`src/rtl/pacman_pkg.sv`:
```
// Shared pacman map geometry, tile codes and coin-tracker state encoding.
package pacman_pkg;

   localparam int MAP_W = 48;
   localparam int MAP_H = 27;
   localparam int TILES = MAP_W * MAP_H;

   localparam logic [3:0] TILE_BG   = 4'd0;
   localparam logic [3:0] TILE_WALL = 4'd1;
   localparam logic [3:0] TILE_COIN = 4'd2;

   typedef enum logic [1:0] {
      ST_INIT,
      ST_RUN,
      ST_CLEAR
   } state_t;

endpackage

```
`src/rtl/coin_bitmap_ram.sv`:
```
// One bit per tile: port A reads/writes for map load and eating, port B is the pixel read port.
// Both ports read synchronously; a read that collides with a write returns the old bit.
module coin_bitmap_ram
   import pacman_pkg::*;
#(
   parameter int DEPTH = TILES
) (
   input  logic        clk_pix,
   input  logic [10:0] addr_a,
   input  logic        we_a,
   input  logic        wd_a,
   output logic        q_a,
   input  logic [10:0] addr_b,
   output logic        q_b
);

   logic mem [0:DEPTH-1];

   always_ff @(posedge clk_pix) begin
      if (we_a) mem[addr_a] <= wd_a;
      q_a <= mem[addr_a];
      q_b <= mem[addr_b];
   end

endmodule

```
`src/rtl/coin_tracker.sv`:
```
// Coin bookkeeping: loads the coin bitmap from the tile ROM, eats coins under pacman,
// keeps score and remaining-coin count, and serves per-pixel coin lookups.
module coin_tracker #(
   parameter int MAP_W  = pacman_pkg::MAP_W,
   parameter int MAP_H  = pacman_pkg::MAP_H,
   parameter int POINTS = 10
) (
   input  logic        clk_pix,
   input  logic        rstn,
   input  logic        restart,
   output logic [10:0] rom_addr,
   input  logic [3:0]  rom_code,
   input  logic [10:0] pac_tile_addr,
   input  logic [10:0] pix_tile_addr,
   output logic        pix_coin,
   output logic [10:0] coins_left,
   output logic [15:0] score,
   output logic        eat_pulse,
   output logic        init_done,
   output logic        level_clear
);
   import pacman_pkg::*;

   localparam int          N_TILES   = MAP_W * MAP_H;
   localparam logic [10:0] TILE_END  = 11'(N_TILES);
   localparam logic [10:0] LAST_TILE = 11'(N_TILES - 1);

   function automatic logic [15:0] sat_add_points(input logic [15:0] acc);
      logic [16:0] sum;
      sum = {1'b0, acc} + 17'(POINTS);
      return sum[16] ? 16'hFFFF : sum[15:0];
   endfunction

   state_t      state, state_nxt;
   logic [10:0] scan;
   logic        scan_done;
   logic        ld_vld_p0;
   logic [10:0] ld_addr_p0;
   logic [10:0] pac_addr_p0;
   logic        pac_rd_p0;
   logic        pix_ok_p0;
   logic        load_coin, load_last, hit;
   logic [10:0] ram_addr_a;
   logic        ram_we_a, ram_wd_a, ram_q_a, ram_q_b;

   coin_bitmap_ram #(.DEPTH(N_TILES)) u_bitmap (
      .clk_pix (clk_pix),
      .addr_a  (ram_addr_a),
      .we_a    (ram_we_a),
      .wd_a    (ram_wd_a),
      .q_a     (ram_q_a),
      .addr_b  (pix_tile_addr),
      .q_b     (ram_q_b)
   );

   assign rom_addr    = scan;
   assign pix_coin    = ram_q_b & pix_ok_p0;
   assign init_done   = (state != ST_INIT);
   assign level_clear = (state == ST_CLEAR);

   // Port A: ROM load writes in INIT; in RUN it reads the tile under pacman, except on
   // an eat cycle where it clears the registered tile (pac_rd_p0 then marks q_a stale).
   always_comb begin
      load_coin  = ld_vld_p0 && (rom_code == TILE_COIN);
      load_last  = ld_vld_p0 && (ld_addr_p0 == LAST_TILE);
      hit        = (state == ST_RUN) && pac_rd_p0 && ram_q_a && (pac_addr_p0 < TILE_END);
      ram_addr_a = pac_tile_addr;
      ram_we_a   = 1'b0;
      ram_wd_a   = 1'b0;
      if (ld_vld_p0) begin
         ram_addr_a = ld_addr_p0;
         ram_we_a   = !restart;
         ram_wd_a   = (rom_code == TILE_COIN);
      end else if (hit) begin
         ram_addr_a = pac_addr_p0;
         ram_we_a   = !restart;
      end
   end

   always_comb begin
      state_nxt = state;
      case (state)
         ST_INIT:  if (load_last) state_nxt = (coins_left == '0 && !load_coin) ? ST_CLEAR : ST_RUN;
         ST_RUN:   if (hit && coins_left == 11'd1) state_nxt = ST_CLEAR;
         default:  state_nxt = state;
      endcase
      if (restart) state_nxt = ST_INIT;
   end

   always_ff @(posedge clk_pix or negedge rstn) begin
      if (!rstn) state <= ST_INIT;
      else       state <= state_nxt;
   end

   always_ff @(posedge clk_pix or negedge rstn) begin
      if (!rstn) begin
         scan       <= '0;
         scan_done  <= 1'b0;
         ld_vld_p0  <= 1'b0;
         pac_rd_p0  <= 1'b0;
         pix_ok_p0  <= 1'b0;
         coins_left <= '0;
         score      <= '0;
         eat_pulse  <= 1'b0;
      end else if (restart) begin
         scan       <= '0;
         scan_done  <= 1'b0;
         ld_vld_p0  <= 1'b0;
         pac_rd_p0  <= 1'b0;
         pix_ok_p0  <= 1'b0;
         coins_left <= '0;
         score      <= '0;
         eat_pulse  <= 1'b0;
      end else begin
         if (state == ST_INIT) begin
            if (scan != LAST_TILE) scan <= scan + 11'd1;
            scan_done <= (scan == LAST_TILE);
         end
         ld_vld_p0 <= (state == ST_INIT) && !scan_done;
         pac_rd_p0 <= (state == ST_RUN) && !hit;
         pix_ok_p0 <= (state != ST_INIT) && (pix_tile_addr < TILE_END);
         eat_pulse <= hit;
         if (load_coin)
            coins_left <= coins_left + 11'd1;
         else if (hit && coins_left != '0)
            coins_left <= coins_left - 11'd1;
         if (hit) score <= sat_add_points(score);
      end
   end

   // p0 stage: ROM load address and pacman tile, qualified by ld_vld_p0 / pac_rd_p0
   always_ff @(posedge clk_pix) begin
      ld_addr_p0  <= scan;
      pac_addr_p0 <= pac_tile_addr;
   end

endmodule

```
`config.mk`:
```
export PLATFORM = sky130hd
export DESIGN_NAME = coin_tracker
export DESIGN_NICKNAME = d
export VERILOG_FILES = /design/src/rtl/pacman_pkg.sv /design/src/rtl/coin_bitmap_ram.sv /design/src/rtl/coin_tracker.sv
export SDC_FILE = /design/constraint.sdc
export NUM_CORES = 2
export LEC_CHECK = 0
export CORE_AREA = 2 2 395 397
export DETAILED_ROUTE_END_ITERATION = 10
export DIE_AREA = 0 0 397 399
export PLACE_DENSITY = 0.62
export SYNTH_ARGS = -nofsm -noshare
export SYNTH_HDL_FRONTEND = slang
export SYNTH_HIERARCHICAL = 1
export SYNTH_SLANG_ARGS = --single-unit
```
`constraint.sdc`:
```
create_clock -name clk_pix -period 22.5 [get_ports clk_pix]
set_input_delay 3.375 -clock clk_pix [delete_from_list [all_inputs] [get_ports clk_pix]]
set_output_delay 3.375 -clock clk_pix [all_outputs]
set_load 0.02 [all_outputs]
```
; Yosys cells after proc, flatten, opt, wreduce, memory -nomap -nowiden
; Memories as Yosys holds them, arrays and structs flattened. A register that Yosys moved wholly into a read port is not among the register bits.
; Index checks and enable logic that the tools add are counted.
[totals]
inputBits = 29
register_bits = 67
elab_cells = 81
ram_bits = 1296
out_inout_bits = 42
memories = 1
[op_classes]
n_bitwise = 1
n_lt_le_gt_ge = 2
muxes = 27
n_reduce_logical = 26
n_eq_ne = 9
addsub = 4
[memory_table]
columns = name, depth, word_bits, read_ports, rd_ports_with_merged_regs, write_ports, line_no
row1 = u_bitmap.mem, 1296, 1, 2, 2, 1, coin_bitmap_ram.sv:17  ; logic mem [0:DEPTH-1];
[op_table]
columns = operator, count
row1 = 2-to-1 mux 11 bit, 8
row2 = 2-to-1 mux 16 bit, 3
row3 = "adder 11 x 1 -> 11 bit, second input constant", 2
row4 = "== test 11 bit, second input constant", 2
row5 = "< comparator 11 bit, second input constant", 2
row6 = "adder 16 x 4 -> 17 bit, second input constant", 1
row7 = "== test 11 x 1 -> 1 bit, second input constant", 1
row8 = logical AND 1 bit, 11
row9 = logical NOT 11 bit, 1
row10 = 2-to-1 mux 1 bit, 11
row11 = "inequality test 11 bit, second input constant", 1
row12 = nonzero test 11 bit, 1
row13 = "subtractor 11 x 1 -> 11 bit, second input constant", 1
row14 = 2-to-1 mux 2 bit, 4
row15 = nonzero test 2 bit, 4
row16 = "inequality test 3 bit, second input constant", 2
row17 = nonzero test 3 bit, 2
row18 = "== test 4 x 2 -> 1 bit, second input constant", 1
row19 = logical NOT 1 bit, 4
row20 = one-hot mux 2 bit (2 select lines), 1
row21 = AND reduction 3 bit, 1
row22 = "== test 2 x 1 -> 1 bit, second input constant", 1
row23 = "== test 2 bit, second input constant", 1
row24 = logical NOT 2 bit, 1
row25 = 2 further kinds, 2

; Longest topological paths before layout
[logic_depth]
word_depth = 8
ltp_mapped = 17
depth_no_buf = 12

; Cells and area by module
; The synthesis kept the hierarchy.
[by_module_without_submodules]
columns = module, area_per_inst_um2, n_inst, cells_per_inst, seq_area_each_um2
row1 = coin_bitmap_ram, 65828.1, 1, 4604, 38957.4
row2 = coin_tracker, 3259.4, 1, 335, 1566.5

; Worst setup path before layout
; Ideal clock, no wire load.
[synth_path]
kind = input to register
start = in rom_code[2]
end = mem u_bitmap.mem[0], data pin
required_time_ps = 19377
path_stages = 4
setup_ps = 3123
slack_ps = 1353
arrival_ps = 18024
n_path_buf = 1
path_cell_list = nand4bb_1 or2_2 buf_2 inv_1
[synth_between]
elab_chain_cells = 2
[synth_lines]
columns = item, line_no
row1 = "start, declared", coin_tracker.sv:12  ; input logic [3:0] rom_code,
row2 = == test 4 x 2 -> 1 bit, coin_tracker.sv:73  ; ram_wd_a = (rom_code == TILE_COIN);
row3 = 2-to-1 mux 1 bit, coin_tracker.sv:70  ; if (ld_vld_p0) begin
row4 = "end, declared", coin_bitmap_ram.sv:17
; No other way between the ends.

; Worst setup path after layout
[layout_path]
start = in pac_tile_addr[1]
end = reg u_bitmap.q_a, read port of u_bitmap.mem
[layout_between]
elab_chain_cells = 2
[layout_lines]
columns = item, line_no
row1 = "start, declared", coin_tracker.sv:13  ; input logic [10:0] pac_tile_addr,
row2 = 2-to-1 mux 11 bit, coin_tracker.sv:74  ; end else if (hit) begin
row3 = 2-to-1 mux 11 bit, coin_tracker.sv:70
row4 = net ram_addr_a[1], coin_tracker.sv:43  ; logic [10:0] ram_addr_a;
row5 = "end, declared", coin_bitmap_ram.sv:12  ; output logic q_a,
; The timed path passes the listed nets, and every way through them passes these cells.
; A chain may end at the register's enable or synchronous reset.

==> run metrics <==
Max-Cap Viols=0; max-slew violations=0; postcts setup bufs=0; Post-synth top cells=1,330 x nor2_1, 1,296 x edfxtp_1, 578 x mux4_2, 319 x clkbuf_1, 248 x a22oi_1; r2r endpoint=u_bitmap/q_a$_DFF_P_; top-area cell type share of the netlist area=0.563; chip height=399 um; Die W=397 um; Port Buffers=70; synthesized instance count=4,939; Starting Density=0.450; IO Count=71; H-tree Lvls=4; Clock Latency Late Sink=0.79 ns; Critical-path top delay cell=a22oi_1; synthesis-to-layout area growth=10.1%; PwrDens=75.3 nW/um^2; Peak VDD IR=0.0824 mV; 1st-pass router iterations=6; Seq cells post-synth=1,365; Final Util=0.495; GRT Total Usage=0.290; placer congestion estimate=0.836; HP Start=scan_done$_DFFE_PN0P_; setup TNS=0 ns; most frequent cell after synthesis=nor2_1; Final Hold Violating Endpoints=0; Synthesized Nets=4,974; worst r2r path cells=14; hold path endpoint=ld_vld_p0$_DFF_PN0_; share of cells above drive strength 1=0.201; Reg clk slew, reported paths=0.06 ns; CP required=23.15 ns; row count=144; post-CTS sizing=0; Routed WL per cell=33.4 um; Synth area leader=edfxtp_1; Post-synth top flop=edfxtp_1; leakage power=23.9 nW; Worst Setup End Kind=register; count of cell types in the netlist=80; R2R setup slack=15.54 ns; CP cell instances=clkdlybuf4s50_1 -> mux2i_1 -> o21ai_4 -> buf_4 -> buf_4 -> buf_4 -> mux4_2 -> a22oi_1 -> nand4_1 -> a22oi_1 -> nand4_1 -> nand2_1 -> nand4_1; Die ar.=158,000 sq um; vias in the first global route=45,300; r2r startpoint=u_bitmap/q_a$_DFF_P_; worst-path maximum fanout=51; Buf/Inv on CP=4; Worst slew margin=0.163; Vias per Instance=6.77; antenna violations before repair=8; skew final=0.0225 ns; post-route clock period utilization=0.381; fraction of registers with async set/reset=0.0330; status=completed; Vias=46,800; Antenna diodes=0; HP Class=reg -> reg; pin count of the biggest net entering global routing=283; hold_ws=0.430 ns; number of flops mapped to enable cells by yosys=1,296; worst slew pin tran=1.26 ns; hold path depth=1; Overflow after GRT=0; critical setup path kind=in -> reg; Top Family by Delay on Critical Path=buffers and inverters; CTS Root Cell=clkbuf_16; hold buffer count at cts=0; Num Clock Sinks=1,365; startpoint class of the critical path=input pin; synth top area cells=edfxtp_1 56%, mux4_2 19%, nor2_1 7.2%, mux2i_1 3.0%, a22oi_1 2.7%; CTS tree=done; first-pass GRT wire length=328,000 um; Post-Syn Area per Cell=14.0 sq um; minimum clock period=8.58 ns; sequential area share after synthesis=0.587; f_max=117 MHz; antenna-violating nets left=0; RSZ-0062 raised after global routing=no; final setup vio count=0; Arrival @ worst endpoint=9.23 ns; NumNets Final=4,789; area of the core=154,000 sq um; Synth warnings=6; HPWL Detailed=122,000 um; DR DRC count=0; total power=5.73 mW; Iter 0 DRT Violations=7,668; crit-path max cell delay=0.95 ns; Cell Area, Synth=69,100 sq um; final WL=231,000 um; Clock Path Buffers=3; clock buffer count from CTS=152
==> logic make-up after synthesis <==
family	after synthesis	share of synthesized area
AO/OA/AOI/OAI	450	0.0478
adder cells (fa/ha/maj)	6	0.00109
AND/OR/NAND/NOR	1778	0.107
flip-flops	1365	0.587
multiplexers	800	0.221
buffers and inverters	519	0.0344
XOR/XNOR	21	0.00266
==> area by class of cell <==
| cell class | instances | area, sq um |
|---|---|---|
| clock buffers | 196 | 4110 |
| clock inverters | 80 | 811 |
| fillers | 13100 | 77600 |
| inverters | 10 | 45.0 |
| multi-input cells | 3055 | 26500 |
| flip-flops and latches | 1365 | 40500 |
| well taps | 2044 | 2560 |
| repair buffers | 170 | 1480 |
==> cells in the final DEF, fill, tap and decap left out, drive strengths merged, types with 6 or more instances in the layout <==
| cell | instances |
|---|---|
| a22o | 18 |
| nor2 | 1330 |
| and3b | 7 |
| mux2i | 205 |
| and3 | 12 |
| buf | 109 |
| clkbuf | 196 |
| xnor2 | 21 |
| and2 | 13 |
| mux2 | 17 |
| nor3b | 11 |
| mux4 | 578 |
| o22ai | 12 |
| nand4 | 54 |
| nand3b | 7 |
| inv | 15 |
| a21oi | 41 |
| dfrtp | 45 |
| nand3 | 40 |
| nor4 | 17 |
| nor2b | 21 |
| o21ai | 39 |
| dfxtp | 24 |
| edfxtp | 1296 |
| ha | 6 |
| clkdlybuf4s50 | 61 |
| nor3 | 53 |
| a22oi | 248 |
| o211ai | 6 |
| clkinv | 55 |
| a221oi | 41 |
| nand2b | 12 |
| nand2 | 172 |
| bufinv | 15 |
==> state kept, by name (all words and copies together) (netlist names) <==
| name | count |
|---|---|
| u_bitmap/mem | 1296 |
| score | 16 |
| coins_left | 11 |
| ld_addr_p0 | 11 |
| pac_addr_p0 | 11 |
| rom_addr | 11 |
| state | 2 |
| eat_pulse | 1 |
| ld_vld_p0 | 1 |
| pac_rd_p0 | 1 |
| pix_ok_p0 | 1 |
| scan_done | 1 |
| u_bitmap/q_a | 1 |
| u_bitmap/q_b | 1 |
==> through the flow <==
step           std cells  setup WS [ns]  area, sq um
6_report            6920          13.92        76000
5_1_grt             6920          13.78        76000
4_1_cts             6920          14.20        76000
3_5_place_dp        6644          13.37        71100
3_3_place_gp        6644          13.36        71100
2_1_floorplan       4939           1.35        69100
==> layer usage <==
| metal | track usage | up-vias | wire length, um | share of wire |
|---|---|---|---|---|
| met3 | 0.0561 | 594 | 27500 | 0.12 |
| li1 | - | 18600 | - | - |
| met5 | 0 | - | 69 | 0.00030 |
| met2 | 0.456 | 3217 | 107000 | 0.46 |
| met1 | 0.394 | 24400 | 85700 | 0.37 |
| met4 | 0.128 | 10 | 11400 | 0.049 |
==> how the worst max path moves through the flow <==
stage	from	to	slack, ns	cells after the start
final	pac_tile_addr[1]	u_bitmap/q_a$_DFF_P_	13.92	13
after global routing	pac_tile_addr[0]	u_bitmap/q_a$_DFF_P_	13.78	14
after CTS	pac_tile_addr[0]	u_bitmap/q_a$_DFF_P_	14.20	14
after detailed placement	pac_tile_addr[0]	u_bitmap/q_a$_DFF_P_	13.37	14
after global placement	pac_tile_addr[1]	u_bitmap/q_a$_DFF_P_	13.36	13
after floorplan	rom_code[2]	u_bitmap/mem[0]$_DFFE_PP_	1.35	4
==> report_power, final <==
part / leakage, nW / switching, mW / internal (mW)
combinational: 8.06 / 0.295 / 0.172
sequential: 13.5 / 0.00414 / 2.75
clock: 2.39 / 1.04 / 1.46
Power figures use the tool's default switching activity.
